==> config.mk <==
export PLATFORM = sky130hd
export DESIGN_NAME = axil_timer
export DESIGN_NICKNAME = d
export VERILOG_FILES = /design/src/rtl/axil_timer_pkg.sv /design/src/rtl/axil_timer_core.sv /design/src/rtl/axil_timer.sv
export SDC_FILE = /design/constraint.sdc
export NUM_CORES = 1
export LEC_CHECK = 0
export ABC_AREA = 1
export ABC_CLOCK_PERIOD_IN_PS = 2100
export BUFFER_PORTS_ARGS = -buffer_cell sky130_fd_sc_hd__buf_2
export CAP_MARGIN = 15
export CORE_UTILIZATION = 44
export CTS_BUF_LIST = sky130_fd_sc_hd__clkbuf_2
export DETAILED_ROUTE_END_ITERATION = 16
export REMOVE_ABC_BUFFERS = 1
export SLEW_MARGIN = 20
export SYNTH_ARGS = -nofsm -noshare
export SYNTH_HDL_FRONTEND = slang
export SYNTH_SLANG_ARGS = --single-unit
export TNS_END_PERCENT = 50
==> constraint.sdc <==
create_clock -name aclk -period 2.1 [get_ports aclk]
set_input_delay 0.63 -clock aclk [delete_from_list [all_inputs] [get_ports aclk]]
set_output_delay 0.63 -clock aclk [all_outputs]
set_load 0.01 [all_outputs]
==> src/rtl/axil_timer_pkg.sv <==
// Shared types and register offsets for the AXI4-Lite timer.
// Optional prescaler is enabled by defining AXIL_TIMER_PRESCALER_EN.
package axil_timer_pkg;

  localparam int unsigned OFF_CTRL     = 32'h00;
  localparam int unsigned OFF_STATUS   = 32'h04;
  localparam int unsigned OFF_CNT_LO   = 32'h08;
  localparam int unsigned OFF_CNT_HI   = 32'h0C;
  localparam int unsigned OFF_CMP_LO   = 32'h10;
  localparam int unsigned OFF_CMP_HI   = 32'h14;
  localparam int unsigned OFF_PRESCALE = 32'h18;

  typedef enum logic [1:0] {
    OKAY   = 2'b00,
    SLVERR = 2'b10
  } resp_t;

  typedef struct packed {
    logic periodic;
    logic ie;
    logic en;
  } ctrl_t;

  typedef enum logic {W_IDLE, W_RESP} wstate_t;
  typedef enum logic {R_IDLE, R_DATA} rstate_t;

  function automatic logic [31:0] merge(input logic [31:0] old, input logic [31:0] data,
                                        input logic [31:0] mask);
    return (old & ~mask) | (data & mask);
  endfunction

endpackage

==> src/rtl/axil_timer_core.sv <==
// Counter, compare, prescaler and sticky pending flag, driven by decoded write strobes.
// Prescaler is present only when AXIL_TIMER_PRESCALER_EN is defined.
module axil_timer_core
  import axil_timer_pkg::*;
(
  input  logic        aclk,
  input  logic        aresetn,
  input  logic [31:0] wdata,
  input  logic [31:0] wmask,
  input  logic        we_ctrl,
  input  logic        we_status,
  input  logic        we_cnt_lo,
  input  logic        we_cnt_hi,
  input  logic        we_cmp_lo,
  input  logic        we_cmp_hi,
  input  logic        we_prescale,
  output ctrl_t       ctrl,
  output logic        pending,
  output logic [63:0] cnt,
  output logic [63:0] cmp,
  output logic [15:0] prescale,
  output logic        irq
);

  logic tick;
  logic ge;
  logic ge_q;
  logic new_match;

`ifdef AXIL_TIMER_PRESCALER_EN
  logic [15:0] pcnt;

  assign tick = ctrl.en && (pcnt == prescale);

  always_ff @(posedge aclk or negedge aresetn) begin
    if (!aresetn) begin
      pcnt     <= '0;
      prescale <= '0;
    end else if (we_prescale) begin
      prescale <= (prescale & ~wmask[15:0]) | (wdata[15:0] & wmask[15:0]);
      pcnt     <= '0;
    end else if (ctrl.en) begin
      pcnt <= tick ? '0 : pcnt + 16'd1;
    end
  end
`else
  logic unused_prescale;

  assign tick            = ctrl.en;
  assign prescale        = '0;
  assign unused_prescale = we_prescale;
`endif

  // Pending sets on the rising edge of cnt>=cmp, so a W1C sticks while the count stays past compare.
  assign ge        = ctrl.en && (cnt >= cmp);
  assign new_match = ge && !ge_q;

  always_ff @(posedge aclk or negedge aresetn) begin
    if (!aresetn) begin
      ctrl    <= '0;
      pending <= 1'b0;
      cnt     <= '0;
      cmp     <= '0;
      ge_q    <= 1'b0;
      irq     <= 1'b0;
    end else begin
      ge_q <= ge;
      irq  <= pending & ctrl.ie;
      if (we_ctrl) ctrl <= ctrl_t'((ctrl & ~wmask[2:0]) | (wdata[2:0] & wmask[2:0]));
      if (we_cmp_lo) cmp[31:0] <= merge(cmp[31:0], wdata, wmask);
      if (we_cmp_hi) cmp[63:32] <= merge(cmp[63:32], wdata, wmask);
      if (we_cnt_lo || we_cnt_hi) begin
        if (we_cnt_lo) cnt[31:0] <= merge(cnt[31:0], wdata, wmask);
        if (we_cnt_hi) cnt[63:32] <= merge(cnt[63:32], wdata, wmask);
      end else if (ge && ctrl.periodic) begin
        cnt <= '0;
      end else if (tick) begin
        cnt <= cnt + 64'd1;
      end
      if (new_match) pending <= 1'b1;
      else if (we_status && wmask[0] && wdata[0]) pending <= 1'b0;
    end
  end

endmodule

==> src/rtl/axil_timer.sv <==
// AXI4-Lite slave front end for the 64-bit timer: write/read FSMs, decode and read mux.
// Define AXIL_TIMER_PRESCALER_EN to map the PRESCALE register at 0x18.
module axil_timer
  import axil_timer_pkg::*;
#(
  parameter int unsigned ADDR_WIDTH = 12,
  parameter int unsigned DATA_WIDTH = 32
) (
  input  logic                    aclk,
  input  logic                    aresetn,
  input  logic                    awvalid,
  output logic                    awready,
  input  logic [ADDR_WIDTH-1:0]   awaddr,
  input  logic [2:0]              awprot,
  input  logic                    wvalid,
  output logic                    wready,
  input  logic [DATA_WIDTH-1:0]   wdata,
  input  logic [DATA_WIDTH/8-1:0] wstrb,
  output logic                    bvalid,
  input  logic                    bready,
  output logic [1:0]              bresp,
  input  logic                    arvalid,
  output logic                    arready,
  input  logic [ADDR_WIDTH-1:0]   araddr,
  input  logic [2:0]              arprot,
  output logic                    rvalid,
  input  logic                    rready,
  output logic [DATA_WIDTH-1:0]   rdata,
  output logic [1:0]              rresp,
  output logic                    irq
);

  wstate_t wstate;
  rstate_t rstate;
  ctrl_t   ctrl;
  logic        pending;
  logic [63:0] cnt, cmp;
  logic [15:0] prescale;
  logic [31:0] shadow, wmask, rd_data;
  logic        aw_hs, ar_hs, w_ok, rd_ok;
  logic        we_ctrl, we_status, we_cnt_lo, we_cnt_hi, we_cmp_lo, we_cmp_hi, we_prescale;
  logic [ADDR_WIDTH-1:0] wa, ra;
  logic        unused_ok;

  assign unused_ok = ^{awprot, arprot, awaddr[1:0], araddr[1:0]};
  assign wa        = {awaddr[ADDR_WIDTH-1:2], 2'b00};
  assign ra        = {araddr[ADDR_WIDTH-1:2], 2'b00};

  assign aw_hs   = aresetn && (wstate == W_IDLE) && awvalid && wvalid;
  assign awready = aw_hs;
  assign wready  = aw_hs;
  assign ar_hs   = arready && arvalid;

  always_comb begin
    for (int unsigned i = 0; i < 4; i++) wmask[8*i +: 8] = {8{wstrb[i]}};
  end

  always_comb begin
    we_ctrl = 1'b0; we_status = 1'b0; we_cnt_lo = 1'b0; we_cnt_hi = 1'b0;
    we_cmp_lo = 1'b0; we_cmp_hi = 1'b0; we_prescale = 1'b0;
    w_ok = 1'b1;
    case (wa)
      ADDR_WIDTH'(OFF_CTRL):     we_ctrl   = aw_hs;
      ADDR_WIDTH'(OFF_STATUS):   we_status = aw_hs;
      ADDR_WIDTH'(OFF_CNT_LO):   we_cnt_lo = aw_hs;
      ADDR_WIDTH'(OFF_CNT_HI):   we_cnt_hi = aw_hs;
      ADDR_WIDTH'(OFF_CMP_LO):   we_cmp_lo = aw_hs;
      ADDR_WIDTH'(OFF_CMP_HI):   we_cmp_hi = aw_hs;
`ifdef AXIL_TIMER_PRESCALER_EN
      ADDR_WIDTH'(OFF_PRESCALE): we_prescale = aw_hs;
`endif
      default:                   w_ok = 1'b0;
    endcase
  end

  always_comb begin
    rd_data = '0;
    rd_ok   = 1'b1;
    case (ra)
      ADDR_WIDTH'(OFF_CTRL):     rd_data = 32'(ctrl);
      ADDR_WIDTH'(OFF_STATUS):   rd_data = {31'b0, pending};
      ADDR_WIDTH'(OFF_CNT_LO):   rd_data = cnt[31:0];
      ADDR_WIDTH'(OFF_CNT_HI):   rd_data = shadow;
      ADDR_WIDTH'(OFF_CMP_LO):   rd_data = cmp[31:0];
      ADDR_WIDTH'(OFF_CMP_HI):   rd_data = cmp[63:32];
`ifdef AXIL_TIMER_PRESCALER_EN
      ADDR_WIDTH'(OFF_PRESCALE): rd_data = {16'b0, prescale};
`endif
      default:                   rd_ok = 1'b0;
    endcase
  end

  always_ff @(posedge aclk or negedge aresetn) begin
    if (!aresetn) begin
      wstate <= W_IDLE;
      bvalid <= 1'b0;
      bresp  <= '0;
    end else begin
      case (wstate)
        W_IDLE: if (aw_hs) begin
          wstate <= W_RESP;
          bvalid <= 1'b1;
          bresp  <= w_ok ? OKAY : SLVERR;
        end
        W_RESP: if (bready) begin
          wstate <= W_IDLE;
          bvalid <= 1'b0;
        end
        default: wstate <= W_IDLE;
      endcase
    end
  end

  // arready is registered so it stays low during reset and rises the cycle after release.
  always_ff @(posedge aclk or negedge aresetn) begin
    if (!aresetn) begin
      rstate  <= R_IDLE;
      arready <= 1'b0;
      rvalid  <= 1'b0;
      rdata   <= '0;
      rresp   <= '0;
      shadow  <= '0;
    end else begin
      case (rstate)
        R_IDLE: if (ar_hs) begin
          rstate  <= R_DATA;
          arready <= 1'b0;
          rvalid  <= 1'b1;
          rdata   <= rd_data;
          rresp   <= rd_ok ? OKAY : SLVERR;
          if (ra == ADDR_WIDTH'(OFF_CNT_LO)) shadow <= cnt[63:32];
        end else begin
          arready <= 1'b1;
        end
        R_DATA: if (rready) begin
          rstate  <= R_IDLE;
          rvalid  <= 1'b0;
          arready <= 1'b1;
        end
        default: rstate <= R_IDLE;
      endcase
    end
  end

  axil_timer_core u_core (
    .aclk        (aclk),
    .aresetn     (aresetn),
    .wdata       (wdata),
    .wmask       (wmask),
    .we_ctrl     (we_ctrl),
    .we_status   (we_status),
    .we_cnt_lo   (we_cnt_lo),
    .we_cnt_hi   (we_cnt_hi),
    .we_cmp_lo   (we_cmp_lo),
    .we_cmp_hi   (we_cmp_hi),
    .we_prescale (we_prescale),
    .ctrl        (ctrl),
    .pending     (pending),
    .cnt         (cnt),
    .cmp         (cmp),
    .prescale    (prescale),
    .irq         (irq)
  );

endmodule
* Yosys cells after proc, flatten, opt, wreduce, memory -nomap -nowiden
Index checks and enable logic that the tools add are counted. Widths: inputs -> output; s select.
Word-level totals: bits in registers 207, bits in latches 0, bits in writable memories 0, ROM bits 0, input port bits 73, output and inout port bits 42, word-level logic and storage cells 111, memories 0
Operators by class: add/sub/neg operators 1, $mul 0, divide/modulo/power cells 0, order comparisons 1, equal/unequal tests 16, shift operators 0, mux-type cells 33, bitwise logic cells 17, reduce and logical (&&, ||, !) cells 24
Operators with widths (number):
- $mux 64 | 3
- $pmux 32 s6 | 1
- $and 32x32->32 | 5
- $or 32x32->32 | 4
- $add 64x1->64 const B | 1
- $ge 64x64->1 | 1
- $mux 32 | 2
- $eq 10x2->1 const B | 4
- $eq 10x3->1 const B | 4
- $not 32->32 | 1
- $logic_not 12->1 | 2
- $eq 10x1->1 const B | 2
- $mux 1 | 20
- $reduce_and 2->1 | 6
- $reduce_or 6->1 | 2
- $pmux 1 s2 | 5
- $logic_and 1x1->1 | 9
- $ne 2x2->1 const B | 4
- $and 3x3->3 | 2
- $mux 2 | 2
- $ne 2x1->1 const B | 2
- $not 3->3 | 1
- $or 3x3->3 | 1
- $reduce_and 3->1 | 1
- 6 further kinds | 7

* Logic depth before layout (Yosys ltp)
depth in word-level cells 9, mapped depth 22

* By module
From an unflattened synthesis, not the netlist that was laid out.
Second synthesis, totals: cells, all modules 2094, area total of the unflattened synthesis 14274.9 um^2
Modules (own cells, without submodules):
- axil_timer_core | times used 1, cells an instance 1551, area each 10410.0 um^2
- axil_timer | times used 1, cells an instance 543, area each 3865.0 um^2

* Worst setup path after synthesis
OpenSTA, ideal clock, no wires.
path type reg-to-reg, from register (tool-made name), to register (tool-made name), setup time 0.117 ns, arrival 1.993 ns, path slack -0.010 ns, stages on the path, launching flop included 17, clock period less this slack 2.110 ns, path through dfrtp_1 ha_1 nand2_1 nor2_1 nor3b_2 nand2_1 nor2_1 nand2_1 nand2_1 nor2_1 nand2_2 nand3_2 nand2_1 buf_2 o21ai_0 nand2_1 nand2_1

==> flow_summary.yaml <==
worst_setup_path:
  worstSetupStartpointType: "register"
  cpMostUsedCell: "nand2_1"
  critical_path_depth: 16
  crit_required_ns: 2.85
  worst_path_max_delay_cell: "dfrtp_1"
  max_stage_delay_ns: 0.44
  worstPathCellList: "ha_4, nand4_1, nor3_2, buf_4, nand2_8, nor2_4, nand2_2, nand2_1, nor2_1, nand2_2, nand3_4, nand3_4, nand2_8, nor2_4, nand2_1, nand2_1"
  crit_family: "simple AND/OR/NAND/NOR gates"
  cp.arrival_ns: 3.39
  critPathBufInv: 1
  end_kind: "register"
  r2r_cells: 16
  crit_path_max_fanout: 8
  reg2reg_slack_ns: -0.54
  path_class: "reg -> reg"
clocking:
  clock_sinks: 205
  htree_num_levels: 2
  cts_buffers: 56
  clk_path_buf_depth: 3
  clock_latency_ns: 0.90
  cts.clk_slew.worst_paths_ns: 0.13
  cts_root_buf: "clkbuf_2"
  tritoncts: "yes"
power:
  pwr-share-comb_pct: 9.7
  netSwitchingPower_w: 0.002297
  intPower_w: 0.005317
  ir_drop_mv: 0.3640
  powerDensity_mw_per_mm2: 453.9
  total_power_w: 0.007614
  seqPwrFrac_pct: 53.1
  leakagePower_nw: 8.337
  clkPwrFrac_pct: 37.2
  p_sw_share_pct: 30.16
placed_design:
  place_congestion: 0.9835
  postPlaceCellArea_mm2: 0.01585
  dp.cells: 2436
  place.port_buffers: 102
  post-dp-hpwl_um: 36590
logic_synthesis:
  synth-seq-area-share_pct: 40.07
  synth_seq_cells: 205
  yosysUniqueCellTypes: 41
  synth_edf_count: 0
  syn_inst: 1722
  synth-async-reset-ratio_pct: 100.0
  syn-cell-area_mm2: 0.01280
  synthFlopType: "dfrtp_1"
  avgSynthCellArea_um2: 7.435
  yosysWarnings: 0
drt:
  drtPass1Iterations: 5
  viasPerCell: 5.199
  drt_iter0_drc: 1020
  drc_errors: 0
  num_vias: 13326
  avgRoutedWirePerCell_um: 18.64
  drt_wl_total_um: 47770
  postRouteAntennaNets: 0
outcome:
  violations: "setup timing"
  run_status: "finished with violations"
cells_and_area:
  fin_cells: 2563
  final_core_util_pct: 58.44
  areaGrowthSynthToFinish_pct: 31.01
  final_layout_size_suffix_gt1_share_pct: 25.00
  final_nets: 2274
  stdcell_area_mm2: 0.01677
floorplan:
  start_util_pct: 44.61
  coreArea_mm2: 0.02870
  die_y_um: 172.6
  die-area_mm2: 0.02979
  io_pins: 115
  std_cell_rows: 62
  die_w_um: 172.6
timing:
  tightestPinTransition_ns: 0.9068
  rsz0062_at_grt: "yes"
  timing.fmax_mhz: 378.4
  hold_viol: 0
  period_minus_slack_ns: 2.643
  whs_ns: 0.08777
  setup_ws_ns: -0.5429
  slew_violations: 0
  setup_viol: 68
  skew_ns: 0.09775
  maxSlewHeadroom_pct: 39.54
  min_period_over_period_pct: 125.9
grt:
  grt_use_total_pct: 32.57
  first_global_vias: 13107
  grt_pass1_wl_um: 74310
  grt_overflow: 0
  antenna_found_initial: 2
  grt_max_degree: 136
run:
  drv_cap: 0
hold_path:
  hold_class: "in -> reg"
## per-layer routing
layer / wire length (µm) / global-route usage, % / vias to the layer above
li1: - / - / 6485
met1: 22300 / 45.91 / 6299
met2: 21450 / 51.66 / 460
met3: 2726 / 3.958 / 82
met4: 1291 / 11.31 / 0
met5: 0 / 0 / -
## power groups by stage
stage          clock (W)  sequential [W]  combinational (W)
2_1_floorplan          0         0.00414           0.000226
3_3_place_gp           0         0.00412           0.000687
3_5_place_dp           0         0.00412           0.000696
4_1_cts          0.00294         0.00404           0.000737
5_1_grt          0.00311         0.00405           0.000813
6_report         0.00283         0.00404           0.000737
## metrics by stage
stage / TNS (ns) / setup WS (ns)
3_5_place_dp: -44.56 / -0.6803
6_report: -31.91 / -0.5429
3_3_place_gp: -38.78 / -0.5999
5_1_grt: -39.94 / -0.6546
4_1_cts: -37.25 / -0.6031
2_1_floorplan: -79.90 / -1.362
## kinds of logic (layout without fill, tap and decap cells)
| logic type | count (synthesis) | after routing | share of synthesized area, % |
|---|---|---|---|
| adders and majority gates | 65 | 65 | 6.352 |
| muxes | 9 | 9 | 0.7916 |
| AOI/OAI and AO/OA | 288 | 288 | 12.40 |
| DFF | 205 | 205 | 40.07 |
| and+or+nand+nor | 846 | 846 | 28.87 |
| buffers and inverters | 250 | 703 | 7.525 |
| other | 1 | 5 | 0.02929 |
| xor gates and xnor gates | 58 | 58 | 3.967 |
## Yosys cell counts (2+ instances only)
cell | instances | area, µm²
clkbuf_1 | 28 | 105.1
mux2_2 | 9 | 101.4
nor3_4 | 3 | 48.80
o22ai_1 | 46 | 287.8
xor2_1 | 54 | 473.0
o21ai_0 | 178 | 890.9
inv_1 | 205 | 769.5
a21o_1 | 4 | 30.03
nor3b_2 | 2 | 25.02
nand4_1 | 20 | 125.1
nor3_1 | 39 | 195.2
nor2_4 | 11 | 123.9
nor2_1 | 118 | 442.9
o21ai_1 | 8 | 40.04
xnor2_1 | 4 | 35.03
nand2_2 | 3 | 18.77
nor4_1 | 12 | 75.07
nor2_2 | 8 | 50.05
a31oi_1 | 2 | 12.51
nand2_1 | 555 | 2083
nand3_4 | 5 | 87.58
dfrtp_1 | 205 | 5130
ha_1 | 65 | 813.3
nand3_2 | 5 | 50.05
nand3_1 | 56 | 280.3
buf_2 | 8 | 40.04
nand4_2 | 2 | 25.02
buf_4 | 4 | 30.03
nand2_4 | 3 | 33.78
a21oi_1 | 29 | 145.1
o21a_1 | 2 | 15.01
a221oi_1 | 17 | 148.9
inv_2 | 4 | 15.01
## worst min path at each step
stage                                from                         end  slack [ns]  depth (start not counted)
detailed placement       rstate$_DFF_PN0_          rvalid$_DFFE_PN0P_        0.43                          1
CTS                             wdata[15]                    register       0.006                          3
global route                    wdata[15]                    register        0.02                          3
finish                           wdata[2]                    register        0.09                          3
global placement    u_core.ge_q$_DFF_PN0_  u_core.pending$_DFFE_PN0P_        0.42                          1
floorplan                         aresetn                   async pin        0.33                          0
## worst min-delay path, cell delays in order
cell     delay [ns]
buf_2          0.12
inv_1          0.08
o21ai_0        0.08
## cell type report
type | instances | area (µm²)
well taps | 384 | 480.5
fillers | 2814 | 11930
clock buffers | 85 | 425.4
flip-flops and latches | 205 | 5130
diodes | 3 | 7.507
repair buffers | 396 | 3009
clock inverters | 13 | 48.80
multi-input cells | 1268 | 6883
inverters | 209 | 789.5
## cells in the final DEF (no fill, tap or decap), drive strengths merged, types with 17 or more instances in the layout
master       synthesis  layout
a21oi               29      29
a221oi              17      17
buf                 13     378
clkbuf              28      85
dfrtp              205     205
dlygate4sd3          0      18
ha                  65      65
inv                209     210
nand2              561     561
nand3               66      66
nand4               22      22
nor2               137     137
nor3                43      43
o21ai              186     186
o22ai               46      46
xor2                54      54
## repair_timing
action,4_1_cts,5_1_grt
hold buffers,18,0
pin swaps,23,41
setup endpoints to repair,84,80
hold endpoints to repair,108,0
resized for setup,22,19
setup buffers,6,2
(Power assumes the default switching activity.)
